$ cat src/rtl/tetris_grid_renderer.sv
// Double-buffered 10x20 Tetris playfield renderer: shadow rows from the game FSM are
// copied to the display buffer at frame start, and a 2-stage pixel pipeline emits RGB.
module tetris_grid_renderer #(
  parameter int          GRID_X0    = 240,
  parameter int          GRID_Y0    = 80,
  parameter int          CELL_LOG2  = 4,
  parameter int          BORDER_W   = 4,
  parameter logic [11:0] C_FILLED   = 12'hF80,
  parameter logic [11:0] C_EMPTY    = 12'h111,
  parameter logic [11:0] C_GRIDLINE = 12'h333,
  parameter logic [11:0] C_BORDER   = 12'hFFF,
  parameter logic [11:0] C_BG       = 12'h000,
  parameter logic [11:0] C_OVER     = 12'hF00
) (
  input  logic        i_pixclk,
  input  logic        i_reset,
  input  logic        i_grid_we,
  input  logic [4:0]  i_grid_address,
  input  logic [9:0]  i_grid_line_data,
  input  logic [3:0]  i_c_state,
  input  logic        i_frame_start,
  input  logic [10:0] i_hcount,
  input  logic [10:0] i_vcount,
  input  logic        i_de,
  output logic [11:0] o_rgb,
  output logic        o_de,
  output logic        o_copy_busy
);

  localparam int GRID_COLS = 10;
  localparam int GRID_ROWS = 20;
  localparam logic signed [11:0] X0_S     = 12'(GRID_X0);
  localparam logic signed [11:0] Y0_S     = 12'(GRID_Y0);
  localparam logic signed [11:0] GRID_W_S = 12'(GRID_COLS << CELL_LOG2);
  localparam logic signed [11:0] GRID_H_S = 12'(GRID_ROWS << CELL_LOG2);
  localparam logic signed [11:0] BW_S     = 12'(BORDER_W);
  localparam logic [3:0]         GAME_OVER_STATE = 4'b1000;

  typedef enum logic {IDLE, COPY} state_t;

  logic [GRID_COLS-1:0] shadow_q  [GRID_ROWS];
  logic [GRID_COLS-1:0] display_q [GRID_ROWS];

  state_t     state_q, state_d;
  logic [4:0] copy_row_q, copy_row_d;
  logic       copy_en;

  // NOTE: every output of a combinational block gets a default first, so no path leaves it unassigned and no latch is inferred.
  always_comb begin
    state_d    = state_q;
    copy_row_d = copy_row_q;
    copy_en    = 1'b0;
    case (state_q)
      IDLE: begin
        if (i_frame_start) begin
          state_d    = COPY;
          copy_row_d = '0;
        end
      end
      COPY: begin
        copy_en = 1'b1;
        if (copy_row_q == 5'(GRID_ROWS - 1)) begin
          state_d    = IDLE;
          copy_row_d = '0;
        end else begin
          copy_row_d = copy_row_q + 5'd1;
        end
      end
      default: state_d = IDLE;
    endcase
  end

  always_ff @(posedge i_pixclk) begin
    if (i_reset) begin
      state_q    <= IDLE;
      copy_row_q <= '0;
    end else begin
      state_q    <= state_d;
      copy_row_q <= copy_row_d;
    end
  end

  assign o_copy_busy = (state_q == COPY);

  // NOTE: both buffers are small register arrays, so clearing them in reset is cheap and guarantees an empty board after reset.
  // Non-blocking reads of shadow_q give the copy the pre-write value on a same-row collision.
  always_ff @(posedge i_pixclk) begin
    if (i_reset) begin
      for (int r = 0; r < GRID_ROWS; r++) begin
        shadow_q[r]  <= '0;
        display_q[r] <= '0;
      end
    end else begin
      if (i_grid_we && (i_grid_address <= 5'(GRID_ROWS - 1)))
        shadow_q[i_grid_address] <= i_grid_line_data;
      if (copy_en)
        display_q[copy_row_q] <= shadow_q[copy_row_q];
    end
  end

  // Stage 1: geometry of the current pixel relative to the playfield.
  logic signed [11:0] dx, dy;
  logic       in_grid_d, in_border_d, edge_d;
  logic [3:0] col_d;
  logic [4:0] row_d;

  assign dx = $signed({1'b0, i_hcount}) - X0_S;
  assign dy = $signed({1'b0, i_vcount}) - Y0_S;

  always_comb begin
    in_grid_d   = (dx >= 12'sd0) && (dx < GRID_W_S) && (dy >= 12'sd0) && (dy < GRID_H_S);
    in_border_d = (dx >= -BW_S) && (dx < GRID_W_S + BW_S) &&
                  (dy >= -BW_S) && (dy < GRID_H_S + BW_S) && !in_grid_d;
    col_d       = 4'(dx >>> CELL_LOG2);
    row_d       = 5'(dy >>> CELL_LOG2);
    edge_d      = (dx[CELL_LOG2-1:0] == '0) || (dy[CELL_LOG2-1:0] == '0);
  end

  logic       in_grid_q, in_border_q, edge_q, de1_q;
  logic [3:0] col_q;
  logic [4:0] row_q;
  logic [11:0] rgb_d, rgb_q;
  logic        de2_q;

  // Stage 2: colour priority; the cell lookup is only trusted inside the grid.
  always_comb begin
    rgb_d = C_BG;
    if (!de1_q) begin
      rgb_d = 12'h000;
    end else if (in_grid_q) begin
      if (display_q[row_q][col_q])
        rgb_d = (i_c_state == GAME_OVER_STATE) ? C_OVER : C_FILLED;
      else if (edge_q)
        rgb_d = C_GRIDLINE;
      else
        rgb_d = C_EMPTY;
    end else if (in_border_q) begin
      rgb_d = C_BORDER;
    end
  end

  always_ff @(posedge i_pixclk) begin
    if (i_reset) begin
      in_grid_q   <= 1'b0;
      in_border_q <= 1'b0;
      edge_q      <= 1'b0;
      de1_q       <= 1'b0;
      col_q       <= '0;
      row_q       <= '0;
      rgb_q       <= '0;
      de2_q       <= 1'b0;
    end else begin
      in_grid_q   <= in_grid_d;
      in_border_q <= in_border_d;
      edge_q      <= edge_d;
      de1_q       <= i_de;
      col_q       <= col_d;
      row_q       <= row_d;
      rgb_q       <= rgb_d;
      de2_q       <= de1_q;
    end
  end

  assign o_rgb = rgb_q;
  assign o_de  = de2_q;

endmodule
$ cat config.mk
export PLATFORM = sky130hd
export DESIGN_NAME = tetris_grid_renderer
export DESIGN_NICKNAME = d
export VERILOG_FILES = /design/src/rtl/tetris_grid_renderer.sv
export SDC_FILE = /design/constraint.sdc
export NUM_CORES = 1
export LEC_CHECK = 0
export BUFFER_PORTS_ARGS = -buffer_cell sky130_fd_sc_hd__buf_2
export CAP_MARGIN = 25
export CORE_ASPECT_RATIO = 1.1
export CORE_UTILIZATION = 50
export DETAILED_ROUTE_END_ITERATION = 10
export PLACE_DENSITY = 0.66
export SLEW_MARGIN = 20
export SYNTH_ARGS = -nofsm -noshare
export SYNTH_HDL_FRONTEND = slang
export SYNTH_SLANG_ARGS = --single-unit
$ cat constraint.sdc
create_clock -name i_pixclk -period 3.1 [get_ports i_pixclk]
set_input_delay 0.62 -clock i_pixclk [delete_from_list [all_inputs] [get_ports i_pixclk]]
set_output_delay 0.62 -clock i_pixclk [all_outputs]
set_load 0.1 [all_outputs]
==> Word-level counts from Yosys, hierarchy flattened <==
Memories as Yosys holds them, arrays and structs flattened. A register that Yosys moved wholly into a read port is not among the register bits.
Index checks and enable logic that the tools add are counted.
{ "totals": {"register_bits": 27, "mem_bits_rw": 400, "in_bits": 46, "out_inout_bits": 14, "elab_cells": 75, "n_memories": 2} }
{ "op_classes": {"addsub": 3, "n_lt_le_gt_ge": 10, "eq_ne": 3, "mux": 31, "bitwise": 2, "n_reduce_logical": 15} }
{ "mem_list": {"columns": ["memory", "words", "width", "rd", "rd_ports_with_merged_regs", "write_ports", "line_no", "rtl"], "rows": [
  ["display_q", 20, 10, 1, 1, 20, "42", "logic [GRID_COLS-1:0] display_q [GRID_ROWS];"],
  ["shadow_q", 20, 10, 1, 1, 20, "41", "logic [GRID_COLS-1:0] shadow_q [GRID_ROWS];"]
]} }
{ "op_table": {"columns": ["operator", "count"], "rows": [
  ["$mux 12", 3],
  ["$mux 5", 7],
  ["$mux 10", 3],
  ["$ge 12x1->1 const B", 2],
  ["$ge 12x3->1 const B", 2],
  ["$lt 12x10->1 const B", 2],
  ["$lt 12x9->1 const B", 2],
  ["$reduce_or 10->1", 2],
  ["$mux 1", 14],
  ["$sub 11x7->12 const B", 1],
  ["$sub 11x8->12 const B", 1],
  ["$pmux 5 s2", 1],
  ["$logic_and 1x1->1", 8],
  ["$logic_not 4->1", 2],
  ["$mux 8", 1],
  ["$add 5x1->5 const B", 1],
  ["$eq 5x5->1 const B", 1],
  ["$le 5x5->1 const B", 1],
  ["$lt 4x5->1 const B", 1],
  ["$bmux 1 s4", 1],
  ["$eq 4x4->1 const B", 1],
  ["$ne 2x2->1 const B", 1],
  ["$not 1->1", 2],
  ["$pmux 1 s2", 1],
  ["other kinds (3)", 3]
]} }

==> Logic depth before layout (Yosys ltp) <==
Gate-level depths: netlist of the first run.
{ "logic_depth": {"depth_word": 7, "depth_mapped": 10} }

==> Least setup slack after synthesis of the first run <==
No wires, ideal clock.
{ "synth_timing": {"path_kind": "reg2reg", "start": "register (tool-made name)", "end": "memory display_q[20][9] (data pin)", "setup_time_ns": 0.296, "arrival_ns": 2.424, "required_ns": 2.804, "setup_slack_ns": 0.381, "path_stages_with_launch": 8, "path_buffers": 3, "path_cell_list": "dfxtp_1 -> clkbuf_1 -> buf_2 -> mux4_2 -> mux4_2 -> mux2i_1 -> clkbuf_1 -> inv_1"} }
{ "synth_rtl": {"columns": ["element", "line_no"], "rows": [
  ["to (decl)", "42"]
]} }

==> impl_metrics.toml, run 1 <==
[finish]
area.sequential_sq_mm = 0.01988
final_util_pct = 58.84
mostFrequentLayoutCell = "edfxtp_1"
final_cells = 2779
filler_cell_count = 4353
multi_input_comb_area_sq_mm = 0.008700
finish.net_count = 2034
layout.cells.most_common_list = "edfxtp_1 (640), nor2_1 (265), and2_1 (207)"
area_growth_from_synthesis_to_layout_pct = 15.34
drive_gt1_share_pct = 23.65

[pwr]
power-per-cell-area_mw_per_mm2 = 607.2
leakage_nw = 11.72
max-vdd-ir-drop_mv = 0.4953

[global_routing]
grt_pass1_vias = 15960
grt_first_pass_wirelength_microns = 97830
grt_antenna_before_repair = 1
grtUsageTotal_pct = 22.75
grt_remaining_overflow = 0
grt_start_max_net_pins = 33

[min_path]
holdPathEnd = "de1_q"
hold_path_depth = 2
hp-start = "i_de"
min_path_type = "input port to register"

[clocking]
hold_buffers = 0
cts_root_buf = "clkbuf_16"
cts_buffer_depth = 3
numClockSinks = 672
clock_insertion_delay_worst_skew_ps = 610
htree_levels = 3
clk_pin_slew_worst_paths_ps = 60
tritoncts = "yes"
total_cts_buffers = 71

[placed_design]
io_buffers = 59
post-place-cells = 2650
gp_congestion = 0.8500
dpl.hpwl_microns = 42470

[worst_setup_path]
timing.critical_path.slowest_stage_cell = "mux4_2"
worstPathMaxFanout = 13
worst-r2r-cell-count = 8
timing.critical_path.slowest_cell_delay_ps = 530
reg_to_reg_end = "o_rgb[5]"
crit_arrival_ps = 3530
internal_reg_to_reg_setup_slack_ps = 90
crit_path_frequent_cell = "o221ai_1"
critical_path.top_delay_family = "compound AO/OA/AOI/OAI gates"
crit_type = "register to register"
cp.required_ps = 3620
crit_buf_inv = 1
critical_path.cell_chain = "buf_4 > mux4_2 > a22oi_1 > a21oi_1 > nor4_2 > o221ai_1 > or2_2 > o221ai_1"
end_kind = "register"
crit_path_start_kind = "register"

[synth]
area_fraction_of_the_dominant_cell_type_after_synthesis_pct = 66.71
synth_ff_type = "edfxtp_1"
synth_cells = 1763
async_flop_share_pct = 0
syn_area_per_cell_sq_um = 16.34
mapped_cell_area_sq_mm = 0.02881
synth_largest_area_cell = "edfxtp_1"
yosys-top-cells-area = "edfxtp_1 (67%), mux4_2 (14%), and2_1 (4.5%)"
synth_warn = 0
netlist-cell-type-count = 57
ys_seq_elements = 672
synth_enable_flop_cells = 640
synth.yosys.seq_area_share_pct = 68.94

[status]
run_status = "completed"

[routing]
first_pass_iters = 5
routed-via-count = 15440
drcViolationCount = 0
ant_nets = 0
drt-initial-drc-count = 1372
total_detailed_routing_wirelength_microns = 64390
detail_route.vias_per_cell = 5.554
drt-wirelength-per-cell_microns = 23.17

[sta]
report.final.hold_viol_count = 0
finalWorstPathRequiredPeriod_ps = 3012
max_slew.worst_pin.slew_ps = 1111
report.final.setup_viol = 0
final.period_utilization_pct = 97.17
grt_setup_unrepaired = "no"
clock-skew-final_ps = 26.33
slew_headroom_pct = 25.79
fmax_ghz = 0.3320
maxSlewViolCount = 0

[floorplanning]
floorplan.initialDensity_pct = 51.01
row_count = 91
fp.dieH_microns = 253.7
io_pins = 60
core_area_sq_mm = 0.05647
die-width_microns = 230.9
dieArea_sq_mm = 0.05858

[job]
max_capacitance_violation_count = 0
## final cells by class
type,instances,share of cell area (%)
Antenna cell,1,0.007531
Timing Repair Buffer,170,4.187
Tap cell,744,2.802
Sequential cell,672,59.81
Clock buffer,107,6.194
Inverter,22,0.2485
Multi-Input combinational cell,1042,26.18
Clock inverter,21,0.5648
## state kept, by name (all words and copies together), names as in the netlist, named ones only
| register | flops |
|---|---|
| col_q | 4 |
| copy_row_q | 5 |
| de1_q | 1 |
| display_q | 320 |
| edge_q | 1 |
| in_border_q | 1 |
| in_grid_q | 1 |
| o_copy_busy | 1 |
| o_de | 1 |
| o_rgb | 7 |
| shadow_q | 320 |
## through the flow
stage	hold slack (ps)	worst slack, ps	setup TNS (ps)	instance area (sq um)	total power [mW]
2_1_floorplan	440.4	380.5	0	29250	11.53
3_3_place_gp	470.7	-32.68	-55.96	30970	12.13
3_5_place_dp	470.2	-48.84	-105.1	30970	12.18
4_1_cts	191.9	73.64	0	33230	20.33
5_1_grt	213.4	18.89	0	33230	20.75
6_report	220.3	87.86	0	33230	20.18
## cells by family after synthesis
kind of cell             count (synthesis)  synth area share, %
flip-flops                             672                68.94
buffers and inverters                  168                2.567
adder cells (fa/ha/maj)                 10               0.4257
XOR/XNOR                                 4               0.1216
multiplexers                           205                15.14
AND/OR/NAND/NOR                        619                10.77
other                                    1              0.01302
AO/OA/AOI/OAI                           84                2.033
## worst max-delay path by stage
stage,to,cells after the start,slack (ps),from
global placement,o_rgb[5],8,-30,register
global route,o_rgb[7],9,20,register
CTS,o_rgb[5],8,70,register
finish,o_rgb[5],8,90,register
detailed placement,o_rgb[5],8,-50,register
floorplan,display_q[20][9],7,380,register
## report_power, final
part	switching, mW	internal (mW)	leakage [nW]	total, mW
Clock	3.36	4.84	1.08	8.20
Sequential	0.142	10.3	6.48	10.5
Combinational	0.864	0.626	4.15	1.49
Total	4.37	15.8	11.7	20.2
## worst reg2reg max path, delay by kind of cell, from the launching register on
family / cells / cell delay (ps)
AOI/OAI and AO/OA: 4 / 840
and+or+nand+nor: 2 / 800
muxes: 1 / 540
DFF: 1 / 500
buffers and inverters: 1 / 250
## cells in the mapped netlist, types with 9 or more instances
library cell  count
a21oi_1          17
a22oi_1          28
and2_1          207
buf_2            14
buf_4            14
clkbuf_1        112
dfxtp_1          32
edfxtp_1        640
ha_1              9
inv_1            22
mux2i_1          22
mux4_2          178
nand2_1          46
nand2b_1         25
nand3_1          11
nor2_1          265
nor2b_1          11
o21ai_0          11
or2_2            21
## per-layer routing
| metal | up-vias | global-route usage (%) | share of wire [%] |
|---|---|---|---|
| met5 | - | 0 | 0 |
| met4 | 0 | 7.701 | 3.3 |
| met3 | 122 | 3.748 | 5.2 |
| met2 | 452 | 39.95 | 52 |
| met1 | 7893 | 28.67 | 39 |
| li1 | 6968 | - | - |
## timing repair
| action | 4_1_cts | 5_1_grt |
|---|---|---|
| resized for setup | 1 | 0 |
| buffers inserted | 0 | 0 |
| setup endpoints to repair | 3 | 0 |
Note: power is estimated with default switching activity, not from simulation.
==> inputs of run 2 (changes only) <==
--- a/config.mk
+++ b/config.mk
@@ -10,7 +10,8 @@
 export CORE_ASPECT_RATIO = 1.1
 export CORE_UTILIZATION = 50
 export DETAILED_ROUTE_END_ITERATION = 10
-export PLACE_DENSITY = 0.66
+export PLACE_DENSITY = 0.68
+export SKIP_CTS_REPAIR_TIMING = 1
 export SLEW_MARGIN = 20
 export SYNTH_ARGS = -nofsm -noshare
 export SYNTH_HDL_FRONTEND = slang
==> constraint.sdc (replaced) <==
create_clock -name i_pixclk -period 2.5 [get_ports i_pixclk]
set_input_delay 0 -clock i_pixclk [delete_from_list [all_inputs] [get_ports i_pixclk]]
set_output_delay 0 -clock i_pixclk [all_outputs]
set_load 0.1 [all_outputs]
==> impl_metrics.toml, run 2 (synthesis results as in run 1) <==
[global_routing]
grt_antenna_before_repair = 0
grt_first_pass_wirelength_microns = 98300
grt_start_max_net_pins = 36
grt_remaining_overflow = 0
grtUsageTotal_pct = 22.95
grt_pass1_vias = 16180

[min_path]
hold_path_depth = 3
hp-start = "i_reset"
min_path_type = "input port to register"
holdPathEnd = "col_q[0]"

[floorplanning]
dieArea_sq_mm = 0.05858
die-width_microns = 230.9
row_count = 91
fp.dieH_microns = 253.7
core_area_sq_mm = 0.05647
floorplan.initialDensity_pct = 51.01
io_pins = 60

[routing]
drt-initial-drc-count = 1436
ant_nets = 0
drcViolationCount = 0
total_detailed_routing_wirelength_microns = 69440
detail_route.vias_per_cell = 5.615
drt-wirelength-per-cell_microns = 23.73
routed-via-count = 16430
first_pass_iters = 5

[clocking]
tritoncts = "yes"
total_cts_buffers = 71
htree_levels = 3
clk_pin_slew_worst_paths_ps = 60
cts_root_buf = "clkbuf_16"
cts_buffer_depth = 3
numClockSinks = 672
clock_insertion_delay_worst_skew_ps = 610

[sta]
slew_headroom_pct = 34.60
clock-skew-final_ps = 21.15
report.final.hold_viol_count = 0
final.period_utilization_pct = 109.2
hold_slack_ps = 63.96
finalWorstPathRequiredPeriod_ps = 2730
maxSlewViolCount = 0
grt_setup_unrepaired = "yes"
worst_slack_ps = -229.6
fmax_ghz = 0.3664
report.final.setup_viol = 323
max_slew.worst_pin.slew_ps = 977.4

[status]
run_status = "finished with violations"
failing_checks = "setup timing"

[job]
max_capacitance_violation_count = 0

[worst_setup_path]
crit_type = "register to register"
crit_arrival_ps = 3080
worstPathMaxFanout = 8
internal_reg_to_reg_setup_slack_ps = -230
end_kind = "register"
cp.required_ps = 2850
crit_path_start_kind = "register"
worst-r2r-cell-count = 9
reg_to_reg_end = "display_q[16][0]"

[finish]
area.sequential_sq_mm = 0.01988
multi_input_comb_area_sq_mm = 0.009572
layout.cells.most_common_list = "edfxtp_1 (640), and2_1 (207), mux4_2 (180)"
mostFrequentLayoutCell = "edfxtp_1"
filler_cell_count = 3970
area_growth_from_synthesis_to_layout_pct = 25.12
finish.net_count = 2179
drive_gt1_share_pct = 34.10
antenna-diode-count = 0
final_cells = 2926

[placed_design]
dp_worst_setup_slack_ps = -327.7
io_buffers = 59
dpl.hpwl_microns = 44060
gp_congestion = 0.8496
post-place-cells = 2711

[pwr]
max-vdd-ir-drop_mv = 0.6482
leakage_nw = 12.52
power-per-cell-area_mw_per_mm2 = 723.2
[run 2: worst max path at each step]
stage,start,endpoint,slack [ps],depth (start not counted)
floorplan,register,display_q[20][9],30,7
global placement,register,o_rgb[7],-340,8
detailed placement,register,o_rgb[7],-330,8
CTS,register,o_rgb[7],-380,9
global route,register,o_rgb[9],-290,11
finish,register,display_q[16][0],-230,9
[run 2: area by class of cell]
class                      count  share of cell area (%)
tap                          744                   2.583
inverter                      22                  0.3333
timing repair buffer         305                   8.689
clock buffer                  92                   5.412
clock inverter                39                   1.076
timing repair inverter        10                  0.2083
multi-input combinational   1042                   26.56
sequential                   672                   55.14
[run 2: metal layers]
| layer | share of wire, % | up-vias | GRT usage, % |
|---|---|---|---|
| li1 | - | 7284 | - |
| met1 | 38 | 8477 | 29.77 |
| met2 | 53 | 525 | 40.25 |
| met3 | 5.6 | 143 | 3.310 |
| met4 | 3.4 | 0 | 6.660 |
| met5 | 0 | - | 0 |
[run 2: stage by stage]
stage                     cell area (sq um)  setup TNS (ps)  total power [mW]  util, %
after floorplan                       29300               0             14.31        -
after global placement                31640          -33290             15.21    56.03
after detailed placement              31640          -40330             15.28    56.03
after CTS                             33980          -45800             25.74    60.17
after global routing                  36040          -66540             26.75    63.82
final                                 36040          -53930             26.06    63.82
[run 2: worst max-delay path, stage by stage, from the launching register on]
cell,delay (ps)
dfxtp_4,410
buf_12,160
buf_12,130
buf_6,90
mux4_2,550
mux4_2,500
mux2i_2,220
buf_12,200
clkbuf_16,180
nor2_1,40
[run 2: power by group]
part | internal, mW | total, mW | switching [mW]
Sequential | 12.8 | 13.0 | 0.163
Combinational | 1.16 | 2.51 | 1.35
Clock | 6.26 | 10.6 | 4.30
Total | 20.2 | 26.1 | 5.82
==> inputs of run 3 (changes only) <==
--- a/config.mk
+++ b/config.mk
@@ -8,9 +8,11 @@
 export BUFFER_PORTS_ARGS = -buffer_cell sky130_fd_sc_hd__buf_2
 export CAP_MARGIN = 25
 export CORE_ASPECT_RATIO = 1.1
-export CORE_UTILIZATION = 50
+export CORE_MARGIN = 10
+export CORE_UTILIZATION = 57
 export DETAILED_ROUTE_END_ITERATION = 10
-export PLACE_DENSITY = 0.68
+export PLACE_DENSITY = 0.76
+export RECOVER_POWER = 25
 export SKIP_CTS_REPAIR_TIMING = 1
 export SLEW_MARGIN = 20
 export SYNTH_ARGS = -nofsm -noshare
==> impl_metrics.toml, run 3 (synthesis results as in run 1) <==
[status]
run_status = "finished with violations"
failing_checks = "capacitance limit, slew limit, setup timing"

[routing]
detail_route.vias_per_cell = 6.002
total_detailed_routing_wirelength_microns = 72030
ant_nets = 0
routed-via-count = 17060
m1WireLength_microns = 24850
drt-wirelength-per-cell_microns = 25.34
drt-initial-drc-count = 1952
first_pass_iters = 8
route.met3.wl_microns = 6202
wl_met2_microns = 38380
top_layer = "met4"
drcViolationCount = 0

[job]
max_capacitance_violation_count = 1

[sta]
clock-skew-final_ps = 20.30
fmax_ghz = 0.3505
report.final.setup_viol = 404
max_slew.worst_pin.slew_ps = 1584
final.period_utilization_pct = 114.1
worst_slack_ps = -353.0
maxSlewViolCount = 33
report.final.hold_viol_count = 0
finalWorstPathRequiredPeriod_ps = 2853
grt_setup_unrepaired = "yes"
slew_headroom_pct = -5.604

[worst_setup_path]
crit_path_start_kind = "register"
crit_end = "o_rgb[9]"
worst-r2r-cell-count = 9
cp.required_ps = 2960
crit_arrival_ps = 3310
reg_to_reg_end = "o_rgb[9]"
worstPathMaxFanout = 4
crit_type = "register to register"
end_kind = "register"
internal_reg_to_reg_setup_slack_ps = -350

[global_routing]
grt_antenna_before_repair = 1
grt_start_max_net_pins = 39
grt_remaining_overflow = 0
grt_first_pass_wirelength_microns = 100300
grtUsageTotal_pct = 22.20
grt_pass1_vias = 16890

[clocking]
tritoncts = "yes"
cts_root_buf = "clkbuf_16"
cts_buffer_depth = 3
htree_levels = 3
clock_insertion_delay_worst_skew_ps = 600
total_cts_buffers = 68
numClockSinks = 672
clk_pin_slew_worst_paths_ps = 70

[floorplanning]
dieArea_sq_mm = 0.05994
row_count = 86
floorplan.initialDensity_pct = 57.57
fp.dieH_microns = 255.8
io_pins = 60
die-width_microns = 234.4
core_area_sq_mm = 0.05004

[pwr]
max-vdd-ir-drop_mv = 0.6211
leakage_nw = 12.38
power-per-cell-area_mw_per_mm2 = 721.1
design_power_total_mw = 25.88

[finish]
mostFrequentLayoutCell = "edfxtp_1"
final_design_area_no_fill_sq_mm = 0.03589
area_growth_from_synthesis_to_layout_pct = 24.59
finish.net_count = 2187
drive_gt1_share_pct = 33.47
layout.cells.most_common_list = "edfxtp_1 (640), and2_1 (195), mux4_2 (179)"
filler_cell_count = 2899

[placed_design]
dpl-instance-area_sq_mm = 0.03146
io_buffers = 59
gp_congestion = 0.8937
dpl.hpwl_microns = 43040

[min_path]
hold_path_depth = 7
min_path_type = "input port to register"
-- run 3: cell count changes in the layout (fill, tap and decap cells not counted), sizes merged --
cell	previous run	this run
buf	258	239
bufinv	7	6
clkbuf	103	132
clkinv	27	20
clkinvlp	22	20
diode	0	1
dlygate4sd3	36	37
inv	15	13
-- run 3: per-layer routing --
| metal | GRT usage (%) | vias up |
|---|---|---|
| met5 | 0 | - |
| met4 | 8.249 | 0 |
| met3 | 3.591 | 196 |
| met2 | 38.41 | 900 |
| met1 | 27.62 | 8664 |
| li1 | - | 7298 |
-- run 3: metrics by stage --
stage	TNS [ps]	std cells	worst slack, ps	util (%)	hold slack, ps
after floorplan	0	1882	25.64	-	72.38
final	-65840	2842	-353.0	71.73	100.8
after CTS	-58580	2747	-357.5	67.38	-405.5
after detailed placement	-48530	2628	-302.2	62.87	216.2
after global placement	-37470	2628	-267.0	62.87	214.8
after global routing	-90620	2842	-372.6	71.73	164.1
-- run 3: worst min path at each step --
stage	from	end
after floorplan	i_vcount[4]	register
after global placement	i_de	de1_q
after detailed placement	i_de	de1_q
after CTS	i_de	de1_q
after global routing	i_hcount[3]	in_border_q
final	i_hcount[3]	in_border_q
-- run 3: final cells by class --
class                      instances  area [sq um]  share of cell area, %
timing repair inverter            10         75.07                 0.2092
antenna                            1         2.502               0.006972
clock buffer                      92          1973                  5.498
multi-input combinational       1042          9674                  26.95
sequential                       672         19870                  55.37
inverter                          22         120.1                 0.3347
timing repair buffer             316          3065                  8.541
clock inverter                    27         280.3                 0.7809
tap                              660         825.8                  2.301
-- run 3: critical path: stages (launching register included) --
cell      delay [ps]
dfxtp_4          410
buf_12           120
buf_4            140
mux4_2           540
a22oi_2          260
a21oi_1          100
or4_4            560
a211oi_4         300
a21bo_2          190
a31oi_1           80
-- run 3: power by group --
part | leakage, nW | internal, mW | switching, mW | total, mW
sequential | 6.48 | 12.8 | 0.171 | 13.0
clock | 1.12 | 6.14 | 4.17 | 10.3
combinational | 4.78 | 1.16 | 1.40 | 2.56
total | 12.4 | 20.1 | 5.75 | 25.9
